$ cat config.mk
export PLATFORM = sky130hd
export DESIGN_NAME = l2_req_arbiter
export DESIGN_NICKNAME = d
export VERILOG_FILES = /design/src/rtl/l2_req_arbiter.sv
export SDC_FILE = /design/constraint.sdc
export NUM_CORES = 1
export LEC_CHECK = 0
export CAP_MARGIN = 20
export CORE_MARGIN = 2
export CORE_UTILIZATION = 40
export DETAILED_ROUTE_END_ITERATION = 10
export PLACE_DENSITY = 0.9
export SLEW_MARGIN = 20
export SYNTH_ARGS = -nofsm -noshare
export SYNTH_HDL_FRONTEND = slang
export SYNTH_SLANG_ARGS = --single-unit
$ cat constraint.sdc
create_clock -name clock -period 5.1 [get_ports clock]
set_input_delay 1.275 -clock clock [delete_from_list [all_inputs] [get_ports clock]]
set_output_delay 1.275 -clock clock [all_outputs]
set_load 0.005 [all_outputs]
$ cat src/rtl/l2_req_arbiter.sv
// l2_req_arbiter: shares the single L2 request port between NUM_CORES L1s.
//
// One pending L1 request is selected at a time. EVICT requests take
// priority over all other types. Within each class the scan starts at
// rr_ptr and wraps around. The granted packet is held on the L2 input
// until the L2 reports completion. A watchdog abandons a transaction that
// the L2 never completes and raises a sticky error flag.
//
// Ports:
//   clock, reset        rising-edge clock, async active-low reset
//   req_valid/packet    per-core request, held by the L1 until req_ready
//   req_ready           one-hot accept pulse, combinational, IDLE only
//   l2_req_valid        l2_entry_packet carries a live transaction
//   l2_entry_packet     granted request (core_id forced), zero when idle
//   l2_stall, l2_done   L2 back-pressure and completion pulse
//   grant_core          core id of the current or most recent grant
//   busy, timeout_err   FSM not idle; sticky watchdog flag
//   dbg_state_o         FSM state: 0 = IDLE, 1 = ISSUE, 2 = WAIT
//   dbg_rr_ptr_o        round-robin scan start pointer
//
// Handshakes:
//   L1 side: a request transfers in the cycle where req_valid[c] and
//     req_ready[c] are both high. The L1 keeps req_valid[c] and
//     req_packet[c] stable until then.
//   L2 side: the presented packet is accepted on a cycle with
//     l2_req_valid=1 and l2_stall=0. Completion is the l2_done pulse in
//     that cycle or in any later cycle.

`ifndef NUM_CORES
`define NUM_CORES 4
`endif

package l2_pkg;
  localparam int CORE_ID_W = 4;
  typedef logic [CORE_ID_W-1:0] core_id_t;
  typedef enum logic [1:0] {
    REQ_READ  = 2'd0,
    REQ_WRITE = 2'd1,
    REQ_EVICT = 2'd2
  } req_type_e;
  typedef struct packed {
    req_type_e   req_type;
    core_id_t    core_id;
    logic [15:0] addr;
    logic [31:0] data;
  } l2_entry_packet_t;
endpackage

module l2_req_arbiter
  import l2_pkg::*;
#(
  parameter int NUM_CORES = `NUM_CORES,
  parameter int TIMEOUT   = 1024
) (
  input  logic                             clock,
  input  logic                             reset,
  input  logic [NUM_CORES-1:0]             req_valid,
  input  l2_entry_packet_t [NUM_CORES-1:0] req_packet,
  output logic [NUM_CORES-1:0]             req_ready,
  output logic                             l2_req_valid,
  output l2_entry_packet_t                 l2_entry_packet,
  input  logic                             l2_stall,
  input  logic                             l2_done,
  output logic [$clog2(NUM_CORES)-1:0]     grant_core,
  output logic                             busy,
  output logic                             timeout_err,
  output logic [1:0]                       dbg_state_o,
  output logic [$clog2(NUM_CORES)-1:0]     dbg_rr_ptr_o
);
  localparam int CW  = $clog2(NUM_CORES);
  localparam int WDW = $clog2(TIMEOUT + 1);

  localparam logic [1:0] S_IDLE  = 2'd0;
  localparam logic [1:0] S_ISSUE = 2'd1;
  localparam logic [1:0] S_WAIT  = 2'd2;

  localparam logic [CW-1:0]  LAST_CORE = CW'(NUM_CORES - 1);
  localparam logic [WDW-1:0] WD_LAST   = WDW'(TIMEOUT - 1);
  localparam logic [WDW-1:0] WD_MAX    = {WDW{1'b1}};

  logic [1:0]       state_q, state_d;
  logic [CW-1:0]    rr_ptr_q, rr_ptr_d;
  l2_entry_packet_t pkt_q, pkt_d;
  logic [CW-1:0]    grant_q, grant_d;
  logic [WDW-1:0]   wd_cnt_q, wd_cnt_d;
  logic             timeout_err_q, timeout_err_d;

  // Rotating scan starting at rr_ptr. Both classes are found in one pass:
  // the first EVICT seen and the first valid request of any type.
  logic          ev_found, any_found;
  logic [CW-1:0] ev_idx, any_idx, scan_idx, win_idx;

  always_comb begin
    ev_found  = 1'b0;
    any_found = 1'b0;
    ev_idx    = '0;
    any_idx   = '0;
    scan_idx  = '0;
    for (int i = 0; i < NUM_CORES; i++) begin
      // Explicit wrap so that non-power-of-two core counts work.
      if (int'(rr_ptr_q) + i >= NUM_CORES) scan_idx = CW'(int'(rr_ptr_q) + i - NUM_CORES);
      else                                  scan_idx = CW'(int'(rr_ptr_q) + i);
      if (req_valid[scan_idx]) begin
        if (!any_found) begin
          any_found = 1'b1;
          any_idx   = scan_idx;
        end
        if (!ev_found && req_packet[scan_idx].req_type == REQ_EVICT) begin
          ev_found = 1'b1;
          ev_idx   = scan_idx;
        end
      end
    end
    win_idx = ev_found ? ev_idx : any_idx;
  end

  // The pointer moves past the core that was just served.
  logic [CW-1:0] next_ptr;
  assign next_ptr = (grant_q == LAST_CORE) ? '0 : grant_q + 1'b1;

  always_comb begin
    state_d       = state_q;
    rr_ptr_d      = rr_ptr_q;
    pkt_d         = pkt_q;
    grant_d       = grant_q;
    wd_cnt_d      = wd_cnt_q;
    timeout_err_d = timeout_err_q;
    req_ready     = '0;
    case (state_q)
      S_IDLE: begin
        // The reset term keeps req_ready low while reset is held.
        if (any_found && reset) begin
          req_ready[win_idx] = 1'b1;
          pkt_d              = req_packet[win_idx];
          pkt_d.core_id      = core_id_t'(win_idx);
          grant_d            = win_idx;
          state_d            = S_ISSUE;
        end
      end
      S_ISSUE: begin
        // l2_done during a stall is ignored: nothing has been accepted yet.
        if (!l2_stall) begin
          if (l2_done) begin
            state_d  = S_IDLE;
            rr_ptr_d = next_ptr;
          end else begin
            state_d  = S_WAIT;
            wd_cnt_d = '0;
          end
        end
      end
      S_WAIT: begin
        if (wd_cnt_q != WD_MAX) wd_cnt_d = wd_cnt_q + 1'b1;
        if (l2_done) begin
          state_d  = S_IDLE;
          rr_ptr_d = next_ptr;
        end else if (wd_cnt_q == WD_LAST) begin
          timeout_err_d = 1'b1;
          state_d       = S_IDLE;
          rr_ptr_d      = next_ptr;
        end
      end
      default: state_d = S_IDLE;
    endcase
  end

  always_ff @(posedge clock or negedge reset) begin
    if (!reset) begin
      state_q       <= S_IDLE;
      rr_ptr_q      <= '0;
      pkt_q         <= '0;
      grant_q       <= '0;
      wd_cnt_q      <= '0;
      timeout_err_q <= 1'b0;
    end else begin
      state_q       <= state_d;
      rr_ptr_q      <= rr_ptr_d;
      pkt_q         <= pkt_d;
      grant_q       <= grant_d;
      wd_cnt_q      <= wd_cnt_d;
      timeout_err_q <= timeout_err_d;
    end
  end

  assign busy            = (state_q != S_IDLE);
  assign l2_req_valid    = busy;
  assign l2_entry_packet = busy ? pkt_q : '0;
  assign grant_core      = grant_q;
  assign timeout_err     = timeout_err_q;
  assign dbg_state_o     = state_q;
  assign dbg_rr_ptr_o    = rr_ptr_q;

endmodule

After elaboration in Yosys (flattened, before gate mapping)
Index checks and enable logic that the tools add are counted.
- div/mod/pow operators: 0
- equality and inequality tests: 15
- magnitude comparators: 10
- mux-type cells: 71
- bitwise logic cells: 1
- shift operators: 0
- reductions and logical operators: 16
- $add $sub $neg: 9
- multipliers: 0
- operators with widths (cell ; number):
    binary-select mux 54 bit (select 2 bit) ; 5
    two-way mux 54 bit ; 6
    two-way mux 2 bit ; 30
    two-way mux 11 bit ; 3
    case mux 11 bit (2 select lines) ; 1
    two-way mux 1 bit ; 17
    < comparator 2 x 3 -> 1 bit, second input constant ; 5
    == test 2 bit, second input constant ; 6
    adder 11 x 1 -> 11 bit, second input constant ; 1
    == test 11 x 10 -> 1 bit, second input constant ; 1
    inequality test 11 bit, second input constant ; 1
    inequality test 2 bit, second input constant ; 5
    >= comparator 3 bit, second input constant ; 3
    binary-select mux 1 bit (select 2 bit) ; 4
    two-way mux 4 bit ; 2
    AND reduction 4 bit ; 2
    subtractor 2 x 1 -> 2 bit, second input constant ; 4
    adder 2 x 2 -> 3 bit, second input constant ; 2
    case mux 2 bit (3 select lines) ; 1
    AND reduction 3 bit ; 2
    logical AND 1 bit ; 5
    case mux 2 bit (2 select lines) ; 1
    nonzero test 2 bit ; 2
    adder 2 x 1 -> 3 bit, second input constant ; 1
    10 further kinds ; 12
- register bits: 68
- ROM bits: 0
- word-level logic and storage cells: 130
- input bits: 224
- memories kept: 0
- RAM bits: 0
- bits in latches: 0

Longest topological paths before layout
- word-level depth: 26
- mapped depth: 13
- depth with buffers taken out: 9

Least setup slack after synthesis
Ideal clock, no wire load.
- kind: input-to-output
- from: input port req_valid[3]
- to: output port req_ready[1]
- path buffers: 3
- stages: 10
- data arrival time: 3.754 ns
- data required time: 3.825 ns
- path slack: 0.071 ns
- path through: clkbuf_1 > mux4_2 > ha_1 > mux2_4 > o311a_1 > or4_4 > and3_1 > buf_4 > buf_6 > nor3_1
- cells in the longest elaborated chain, start to end: 22
- elaborated cells between the ends (all ways): 48
- those cells by class: order compare: 2; mux: 38; reduce/logical: 8
- RTL lines (item ; line ; source):
    start, declared ; 57 ; input logic [NUM_CORES-1:0] req_valid,
    binary-select mux 1 bit (select 2 bit) ; 103 ; if (req_valid[scan_idx]) begin
    two-way mux 1 bit (implied by the code) ; 103 ;
    two-way mux 1 bit ; 103 ;
    logical NOT 1 bit ; 108 ; if (!ev_found && req_packet[scan_idx].req_type == REQ_EVICT) begin
    logical AND 1 bit ; 108 ;
    two-way mux 1 bit ; 108 ;
    two-way mux 1 bit ; 103 ;
    logical NOT 1 bit ; 108 ;
    [6 not listed] ; - ;
    two-way mux 2 bit or two-way mux 1 bit (tied branches) ; 103 ;
    two-way mux 2 bit ; 114 ; win_idx = ev_found ? ev_idx : any_idx;
    < comparator 2 x 3 -> 1 bit (implied by the code) or >= comparator 2 x 1 -> 1 bit (tied branches) ; 133 ; req_ready[win_idx] = 1'b1;
    logical AND 1 bit (implied by the code) ; 133 ;
    two-way mux 1 bit (implied by the code) ; 133 ;
    demux 1 bit (select 2 bit) ; 133 ;
    two-way mux 4 bit (*) ; 132 ; if (any_found && reset) begin
    two-way mux 4 bit (*) ; 129 ; case (state_q)
    end, declared ; 59 ; output logic [NUM_CORES-1:0] req_ready,
Mark *: on every way between the ends. The rest lies on a longest branch, timed or not. The select of a mux whose other input is x is not followed.

Worst setup path after layout
- from: input port req_valid[2]
- to: output port req_ready[1]
Same word-level chain as after synthesis.

==> metrics <==
vias in the first global route=5495; cell row count=42; Remaining Overflow, GRT=0; Pre-Repair DR Iteration Count=5; clk sinks=68; Final Hold Fails=0; worst skew pair latency=330 ps; HPWL Detailed=13600 um; Starting Density=0.413; post-synthesis sequential area ratio=0.310; wire length per cell=18.6 um; Total Routing Usage GR=0.253; routability cong.=0.811; CTS clk-pin slew, worst paths=60 ps; Comb power frac=0.668; worst path arrival time=3640 ps; yosys synthesis warning count=0; Hold Buf Count CTS=0; status=finished clean; setup slack after layout=181 ps; Root Buffer=clkbuf_16; Psw=2.11 mW; share of cells above drive strength 1=0.156; sw frac=0.444; Slew @ Worst Pin=970 ps; crit-path leading delay family=simple AND/OR/NAND/NOR gates; fill cell count=1074; Post-Route Skew=8.90 ps; clock group share of total power=0.141; CP bufs+invs=2; die area=14700 um^2; # nets final=1058; DRC=0; Area growth syn-to-layout=58.6%; H-tree levels=3; pins over their slew limit=0; CP endpoint=req_ready[1]; FF+latch count, synth=68; Reg2Reg Launch Point=dbg_rr_ptr_o[1]; vias per inst=5.50; final wirelength=18800 um; Crit. End Element=output port; Main synth FF type=dfrtp_1; PD cells=546 nW/um^2; ys async rst share=1.00; Final min period=4920 ps; multi-input logic area=3450 um^2; part of the power in registers=0.190; syn avg cell area=9.68 um^2; final antenna-violating net count=0; FF+latch area=1700 um^2; total CTS buffers=9; Post-synth EDFFs=0; Place WS=-478 ps; height of the die=121 um; Synth cell types=58; CP startpoint=req_valid[2]; initial antenna violation count=0; leakage power=3.51 nW; Worst Setup Start Kind=input pin; FF-to-FF path depth=9; core area=13300 um^2; Hold WS=483 ps; Post-DP Area=8360 um^2; fin area=8700 um^2; Tcrit/Tclk final=0.965; maximum vdd ir drop=0.000512 V; CP max-delay cell=mux4_2; Pint=2.64 mW; fmax=203 MHz; die width=121 um; maximum number of pins on one net before global-route repair=65; worst endpoint required time=3830 ps; RSZ-0062 raised after global routing=no; reg2reg end=pkt_q[13]; Critical Path Stages=9; Starting DRT DRC Count=304; PnR Total Power=4.75 mW; I/O pin count=291; setup_tns=0 ps; CTS max path bufs=2; DR vias=5569; port bufs=272; first-pass GRT wire length=28800 um; CP Max Fanout=3; flop-to-flop setup slack=1690 ps; Synth Instances=567; Setup CP Type=input pin to output port; worst rel slew slack=0.353; final setup fails=0; Crit path largest cell delay=500 ps; HP Class=register to register; CP Cell Sequence=dlygate4sd2_1, mux4_2, ha_4, mux2_4, o311a_1, or4_4, and3_4, nor3_2, buf_2; Post-Syn Area=5490 um^2; clock tree from TritonCTS=done; Max-cap violations=0
## stage by stage
| step | cells | util |
|---|---|---|
| finish | 1013 | 0.655 |
| global route | 1012 | 0.654 |
| CTS | 1011 | 0.653 |
| detailed placement | 995 | 0.629 |
| global placement | 995 | 0.629 |
| floorplan | 568 | - |
## routing by layer
layer,track usage,routed length (um)
met4,0.0763,414
met3,0.0766,1780
met1,0.296,7310
met5,0,0
met2,0.443,9340
## state kept, by name (all words and copies together), names as in the netlist
name          flops
pkt_q            52
wd_cnt_q         11
dbg_state_o       2
timeout_err       1
dbg_rr_ptr_o      2
## cell families after synthesis
family          share of synthesized area
simple gates                        0.236
xor+xnor                           0.0128
flops                               0.310
buf+inv                            0.0714
fa+ha+maj                         0.00684
compound gates                      0.256
other cells                      0.000683
mux                                 0.106
## power by group through the flow
stage | Sequential (mW) | Combinational [mW] | Clock (mW)
after detailed placement | 0.909 | 3.16 | 0
after floorplan | 0.864 | 2.26 | 0
after global routing | 0.933 | 3.42 | 0.713
after global placement | 0.895 | 3.11 | 0
after CTS | 0.901 | 3.18 | 0.683
final | 0.904 | 3.17 | 0.671
## repair_timing
action	in CTS	in global routing
buffers inserted	0	1
resized for setup	20	6
setup endpoints to repair	4	3
## cell type report
| cell class | instances | area share |
|---|---|---|
| inverter | 5 | 0.00216 |
| clock buffer | 9 | 0.0259 |
| tap | 176 | 0.0253 |
| sequential | 68 | 0.196 |
| multi-input combinational | 438 | 0.396 |
| clock inverter | 7 | 0.0105 |
| antenna | 1 | 0.000288 |
| timing repair buffer | 309 | 0.344 |
## cell usage after synthesis, drive strengths merged, types with 5 or more instances
cell | count | area share
nor2 | 72 | 0.049
dfrtp | 68 | 0.31
nor2b | 55 | 0.063
a211oi | 52 | 0.073
and2 | 52 | 0.060
mux2i | 51 | 0.093
a221oi | 50 | 0.14
buf | 30 | 0.049
clkbuf | 27 | 0.018
nand2 | 14 | 0.0096
nor3 | 8 | 0.0073
o21ai | 8 | 0.0073
a21oi | 7 | 0.0064
xor2 | 7 | 0.011
inv | 5 | 0.0034
## worst register-to-register path: stages, from the launching register on
cell and delay [ps]:
dfrtp_1 560, mux4_2 590, mux2_4 310, o311a_1 130
or4_4 500, buf_6 140, nand3_4 90, buf_4 480
a221oi_2 190, a211oi_1 310
## layout by cell type (no fill, tap or decap), types with 3 or more instances in the layout
cell type | Yosys | final
a21oi_1 | 7 | 7
a221o_1 | 3 | 3
dlymetal6s2s_1 | 0 | 3
nand3_1 | 3 | 3
clkbuf_16 | 0 | 9
and2_1 | 51 | 51
or3b_1 | 3 | 3
nor2b_1 | 55 | 55
clkdlybuf4s50_1 | 0 | 263
dfrtp_1 | 68 | 68
o21ai_0 | 6 | 6
buf_6 | 17 | 3
nor3_1 | 8 | 7
inv_1 | 4 | 4
buf_2 | 7 | 4
nor2_1 | 72 | 69
and3b_1 | 3 | 3
nand4_1 | 3 | 3
nand2_1 | 14 | 14
mux2i_1 | 51 | 51
xor2_1 | 7 | 7
a211oi_1 | 50 | 50
a221oi_2 | 50 | 50
buf_4 | 6 | 35
nand3b_1 | 4 | 4
clkinv_2 | 0 | 3
## worst min path at each step
stage	end	slack (ps)	cells after the start	startpoint
2_1_floorplan	timeout_err	450	1	timeout_err
3_3_place_gp	timeout_err	440	1	timeout_err
3_5_place_dp	timeout_err	470	1	timeout_err
4_1_cts	timeout_err	480	1	timeout_err
5_1_grt	timeout_err	490	1	timeout_err
6_report	timeout_err	480	1	timeout_err
(Power assumes the default switching activity.)
==> variant 1, RTL diff (same settings) <==
Register the output `dbg_state_o` once more, with the module's reset; this adds one clock of latency there. The other outputs are not delayed to match.
--- a/src/rtl/l2_req_arbiter.sv
+++ b/src/rtl/l2_req_arbiter.sv
@@ -187,7 +187,13 @@
   assign l2_entry_packet = busy ? pkt_q : '0;
   assign grant_core      = grant_q;
   assign timeout_err     = timeout_err_q;
-  assign dbg_state_o     = state_q;
+  always_ff @(posedge clock or negedge reset) begin
+    if (!reset) begin
+      dbg_state_o <= '0;
+    end else begin
+      dbg_state_o <= state_q;
+    end
+  end
   assign dbg_rr_ptr_o    = rr_ptr_q;
 
 endmodule
Check against the original RTL: not equivalent (a bounded check fails within 4 cycles, from zero or initial values and one cycle with reset low).
==> variant 1 against the unedited design <==
  * Setup slack worse by 0.070 ns
  * Total power down 3.2%
  * Routed wire length down 11%
  * Critical path depth up 2
  * Largest cell class unchanged
  * Combinational power down 3%
  * Sequential cell count up 2
  * Area after synthesis down 8.0%
  * Design area down 6.0%
  * Critical endpoint is now req_ready[0]
  * Clock power down 15%
==> variant 1: results (changes against the unedited design) <==
* #MultiIn Comb at 404 (-7.8%)
* Netlist cell types at 59 (+1.7%)
* Non-CTS buffers at 295 (-4.5%)
* Worst R2R End: pkt_q[36]
* DRT iter0 DRCs at 328 (+7.9%)
* Cell count of the worst reg-to-reg path at 10 (+1)
* Non-clock buffer share at 35.4% (+0.96 points)
* Initial antenna violation count at 1 (+1)
* Post-synthesis cell count at 530 (-6.5%)
* Final-layout fill cell count at 979 (-8.8%)
* Outcome: complete, no violations
* Largest net degree at the start of global routing at 72 (+11%)
* Pleak at 3.43 nW (-2.3%)
* Placement Cell Area at 7850 um2 (-6.1%)
* Fin cells at 967 (-4.5%)
* Crit-path slowest cell: clkdlybuf4s50_1
* Area grow syn2layout at 62.2%
* Reg-to-reg startpoint: dbg_rr_ptr_o[0]
* Gr usage total at 24.0% (-1.3 points)
* Clock buf count at 12 (+3)
* Vias per cell at 5.40 (-1.7%)
* Worst Path Arrival at 3.71 ns (+0.07 ns)
* Gpl congestion at 0.946 (+17%)
* Drt total wl at 16800 um (-11%)
* Multi-input combinational area share at 36.9% (-2.8 points)
==> variant 1: cells by family (layout without fill, tap and decap cells) <==
family	Yosys count	count (layout)	synth area share, %
simple gates	191	191	19.9
fa+ha+maj	3	3	0.744
xor+xnor	7	7	1.22
flops	70	70	34.7
mux	109	109	21.7
compound gates	92	92	14.8
other cells	1	3	0.0743
buf+inv	57	320	6.87
==> variant 1: per-stage QoR <==
stage	TNS (ns)	setup slack [ns]
after floorplan	0	0.405
after global placement	-0.406	-0.123
after detailed placement	-0.684	-0.192
after CTS	0	0.111
after global routing	0	0.00166
final	0	0.111
==> variant 1: power by group <==
part	switching, mW	internal, mW
sequential	0.166	0.796
combinational	1.46	1.60
clock	0.228	0.340
total	1.85	2.74
==> variant 1: what timing repair did <==
item | CTS | global route
setup buffers | 1 | 1
pin swaps | 2 | 5
hold endpoints to repair | 0 | 0
resized for setup | 10 | 5
setup endpoints to repair | 4 | 4
cloned | 0 | 0
==> variant 1: worst max-delay path by stage <==
stage	depth (start not counted)	slack, ns	to
2_1_floorplan	13	0.41	req_ready[1]
3_3_place_gp	11	-0.12	req_ready[3]
3_5_place_dp	11	-0.19	req_ready[3]
4_1_cts	12	0.11	req_ready[2]
5_1_grt	11	0.002	req_ready[0]
6_report	11	0.11	req_ready[0]
==> variant 1: worst max-delay path: cells and delay by family <==
kind,cells,cell delay [ns]
compound gates,3,0.80
buf+inv,5,1.13
simple gates,3,0.49
==> variant 1: metal layers <==
layer / track usage (%) / share of wire (%)
met1: 28.0 / 37
met2: 42.9 / 53
met3: 5.71 / 8.1
met4: 8.81 / 1.9
met5: 0 / 0
==> variant 2, RTL diff (same settings) <==
Made on the original files. `TIMEOUT`: 1024 -> 2048.
--- a/src/rtl/l2_req_arbiter.sv
+++ b/src/rtl/l2_req_arbiter.sv
@@ -50,7 +50,7 @@
   import l2_pkg::*;
 #(
   parameter int NUM_CORES = `NUM_CORES,
-  parameter int TIMEOUT   = 1024
+  parameter int TIMEOUT   = 2048
 ) (
   input  logic                             clock,
   input  logic                             reset,
Formal check against the unedited RTL: same outputs for any inputs over 4 cycles, from zero or initial values and one cycle with reset low; that may be too few to reach the edited logic, so the function may still have changed.
==> variant 2 against the unedited design <==
  * Combinational power rose by 3%
  * Setup slack worse by 0.054 ns
  * Die area increased by 12%
  * First-iteration DRC count rose by 62%
  * Area after synthesis is 13% higher
  * Routed wire length rose by 12%
  * Register-to-register slack got worse by 0.31 ns
  * Sequential cell count increased by 1
  * Sequential power grew 2.2%
  * Clock power hardly changed
  * Utilization down 3.6 points
  * Total power increased by 2.5%
  * Synthesized cell count grew 34%
  * Design area rose by 7.6%
  * Largest cell class unchanged
  * Highest routed layer unchanged
==> variant 2: results (changes against the unedited design) <==
* Ant. Diodes at 0 (-1)
* Outcome: complete, no violations
* Synth top cells by count: 153 x a211oi_1, 108 x inv_1, 69 x dfrtp_1, 61 x nand2_1, 53 x nor2b_1
* I/O Buffers at 272 (unchanged)
* Largest registers: pkt_q: 52 flops, wd_cnt_q: 12 flops
* Worst path max stage delay at 0.41 ns (-0.09 ns)
* Vias after detailed routing at 6763 (+21%)
* CTS HTree Levels at 3 (unchanged)
* Netlist cell types at 53 (-8.6%)
* Gr usage total at 25.0% (-0.23 points)
* Peak supply drop at 0.000397 V (-23%)
* Pins Over Slew Limit at 0 (unchanged)
* Crit-path slowest cell: or3_4
* Met3 Use GR at 5.78% (-1.9 points)
* Layout cells sized above 1 at 12.1% (-3.4 points)
* Pleak at 3.88 nW (+10%)
* Seq/Total Area, Yosys at 27.9% (-3.1 points)
* Worst hold path type: reg -> reg
* Gpl congestion at 0.849 (+4.7%)
* Clock Tree Buf Depth at 2 (unchanged)
* Net load switching power at 2.26 mW (+7.2%)
* Clk_lat worst skew at 0.33 ns (about the same)
* Ys async rst share at 100% (unchanged)
* Worst-path clk slew at 0.06 ns (about the same)
* Final-layout fill cell count at 1258 (+17%)
* Dpl hpwl at 14800 um (+8.7%)
* Synth Warn # at 0 (unchanged)
* Ranking of synthesized cells by area: dfrtp_1 28%, a211oi_1 19%, a211oi_2 9.7%, inv_1 6.6%, o31ai_1 6.1%
* Vias in the first global route at 6374 (+16%)
* Cts bufs inserted at 9 (unchanged)
* Largest net degree at the start of global routing at 105 (+62%)
* Fin nets at 1219 (+15%)
* Met2 GRT Util at 43.0% (-1.3 points)
* Worst Path Arrival at 3.70 ns (+0.06 ns)
* Setup Viol. Count Final at 0 (unchanged)
* DRT iter0 DRCs at 492 (+62%)
* Post-synth top flop: dfrtp_1
* Worst-path maximum fanout at 3 (unchanged)
* Initial antenna violation count at 0 (unchanged)
* Met1 Track Usage GR at 30.3% (+0.70 points)
* Placement Cell Area at 8990 um2 (+7.6%)
* Drt total wl at 21000 um (+12%)
* Max transition margin at 25.9% (-9.4 points)
* TritonRoute pass-1 iters at 5 (unchanged)
* Fin Clk Skew at 0.00814 ns (-0.000752 ns)
* First-pass GRT wire length at 32700 um (+14%)
* Pre-CTS setup slack at -0.427 ns (+0.0507 ns)
* CTS root buf: clkbuf_16
variant 2: changes by cell type in the layout (fill, tap and decap cells not counted), sizes merged, moves of 4 or more:
cell,delta
o31ai,+49
nand2,+47
buf,-4
mux2i,-45
and2,-50
nor2,-47
mux2,+4
a221oi,-50
a211oi,+149
inv,+103
variant 2: kinds of logic (layout without fill, tap and decap cells):
family | Yosys count | in the layout | synth area share [%]
AND/OR/NAND/NOR | 187 | 187 | 16.4
adder cells (fa/ha/maj) | 3 | 3 | 0.607
XOR/XNOR | 11 | 11 | 1.56
buffers and inverters | 193 | 430 | 13.9
AO/OA/AOI/OAI | 282 | 282 | 37.5
other | 1 | 2 | 0.0606
flip-flops | 69 | 69 | 27.9
multiplexers | 12 | 12 | 2.06
variant 2: final timing paths:
path | from | end | slack [ns] | depth (start not counted)
worst min register to register | pkt_q[41] | pkt_q[41] | 0.47 | 2
max in group asynchronous | reset | pkt_q[6] | 3.27 | 2
worst max-delay path | req_valid[0] | req_ready[2] | 0.13 | 12
min in group asynchronous | reset | pkt_q[36] | 1.23 | 2
worst min-delay path | pkt_q[41] | pkt_q[41] | 0.47 | 2
worst max register to register | dbg_rr_ptr_o[0] | pkt_q[0] | 1.38 | 9
variant 2: final cells by class:
type	count	area (um2)	area share [%]
sequential	69	1730	18.4
timing repair buffer	307	2980	31.8
tap	188	235	2.51
clock inverter	4	72.6	0.775
inverter	108	405	4.33
multi-input combinational	497	3700	39.6
clock buffer	11	243	2.59
variant 2: metrics by stage:
stage	power (mW)	cells
6_report	4.87	1184
5_1_grt	5.22	1184
4_1_cts	4.86	1182
3_5_place_dp	4.15	1166
3_3_place_gp	4.08	1166
2_1_floorplan	3.21	759
variant 2: critical path: cells and delay by family:
| family | cells | cell delay (ns) |
|---|---|---|
| and+or+nand+nor | 3 | 0.67 |
| buffers and inverters | 3 | 0.51 |
| adders and majority gates | 1 | 0.31 |
| AOI/OAI and AO/OA | 3 | 0.59 |
| muxes | 2 | 0.34 |
variant 2: repair_timing:
action	CTS	global route
resized for setup	16	7
setup buffers	1	2
hold buffers	0	0
pin swaps	6	5
endpoints found under the setup margin	4	2
variant 2: power groups by stage:
stage	clock, mW	combinational (mW)	sequential [mW]
after floorplan	0	2.34	0.871
after global placement	0	3.17	0.914
after detailed placement	0	3.23	0.927
after CTS	0.691	3.24	0.920
after global routing	0.711	3.55	0.954
final	0.673	3.27	0.924
variant 2: metal layers:
layer	up-vias	wire length, um	share of wire [%]
met2	314	10300	49
met5	-	0	0
met1	3201	8460	40
li1	3195	-	-
met3	53	1550	7.4
met4	0	737	3.5
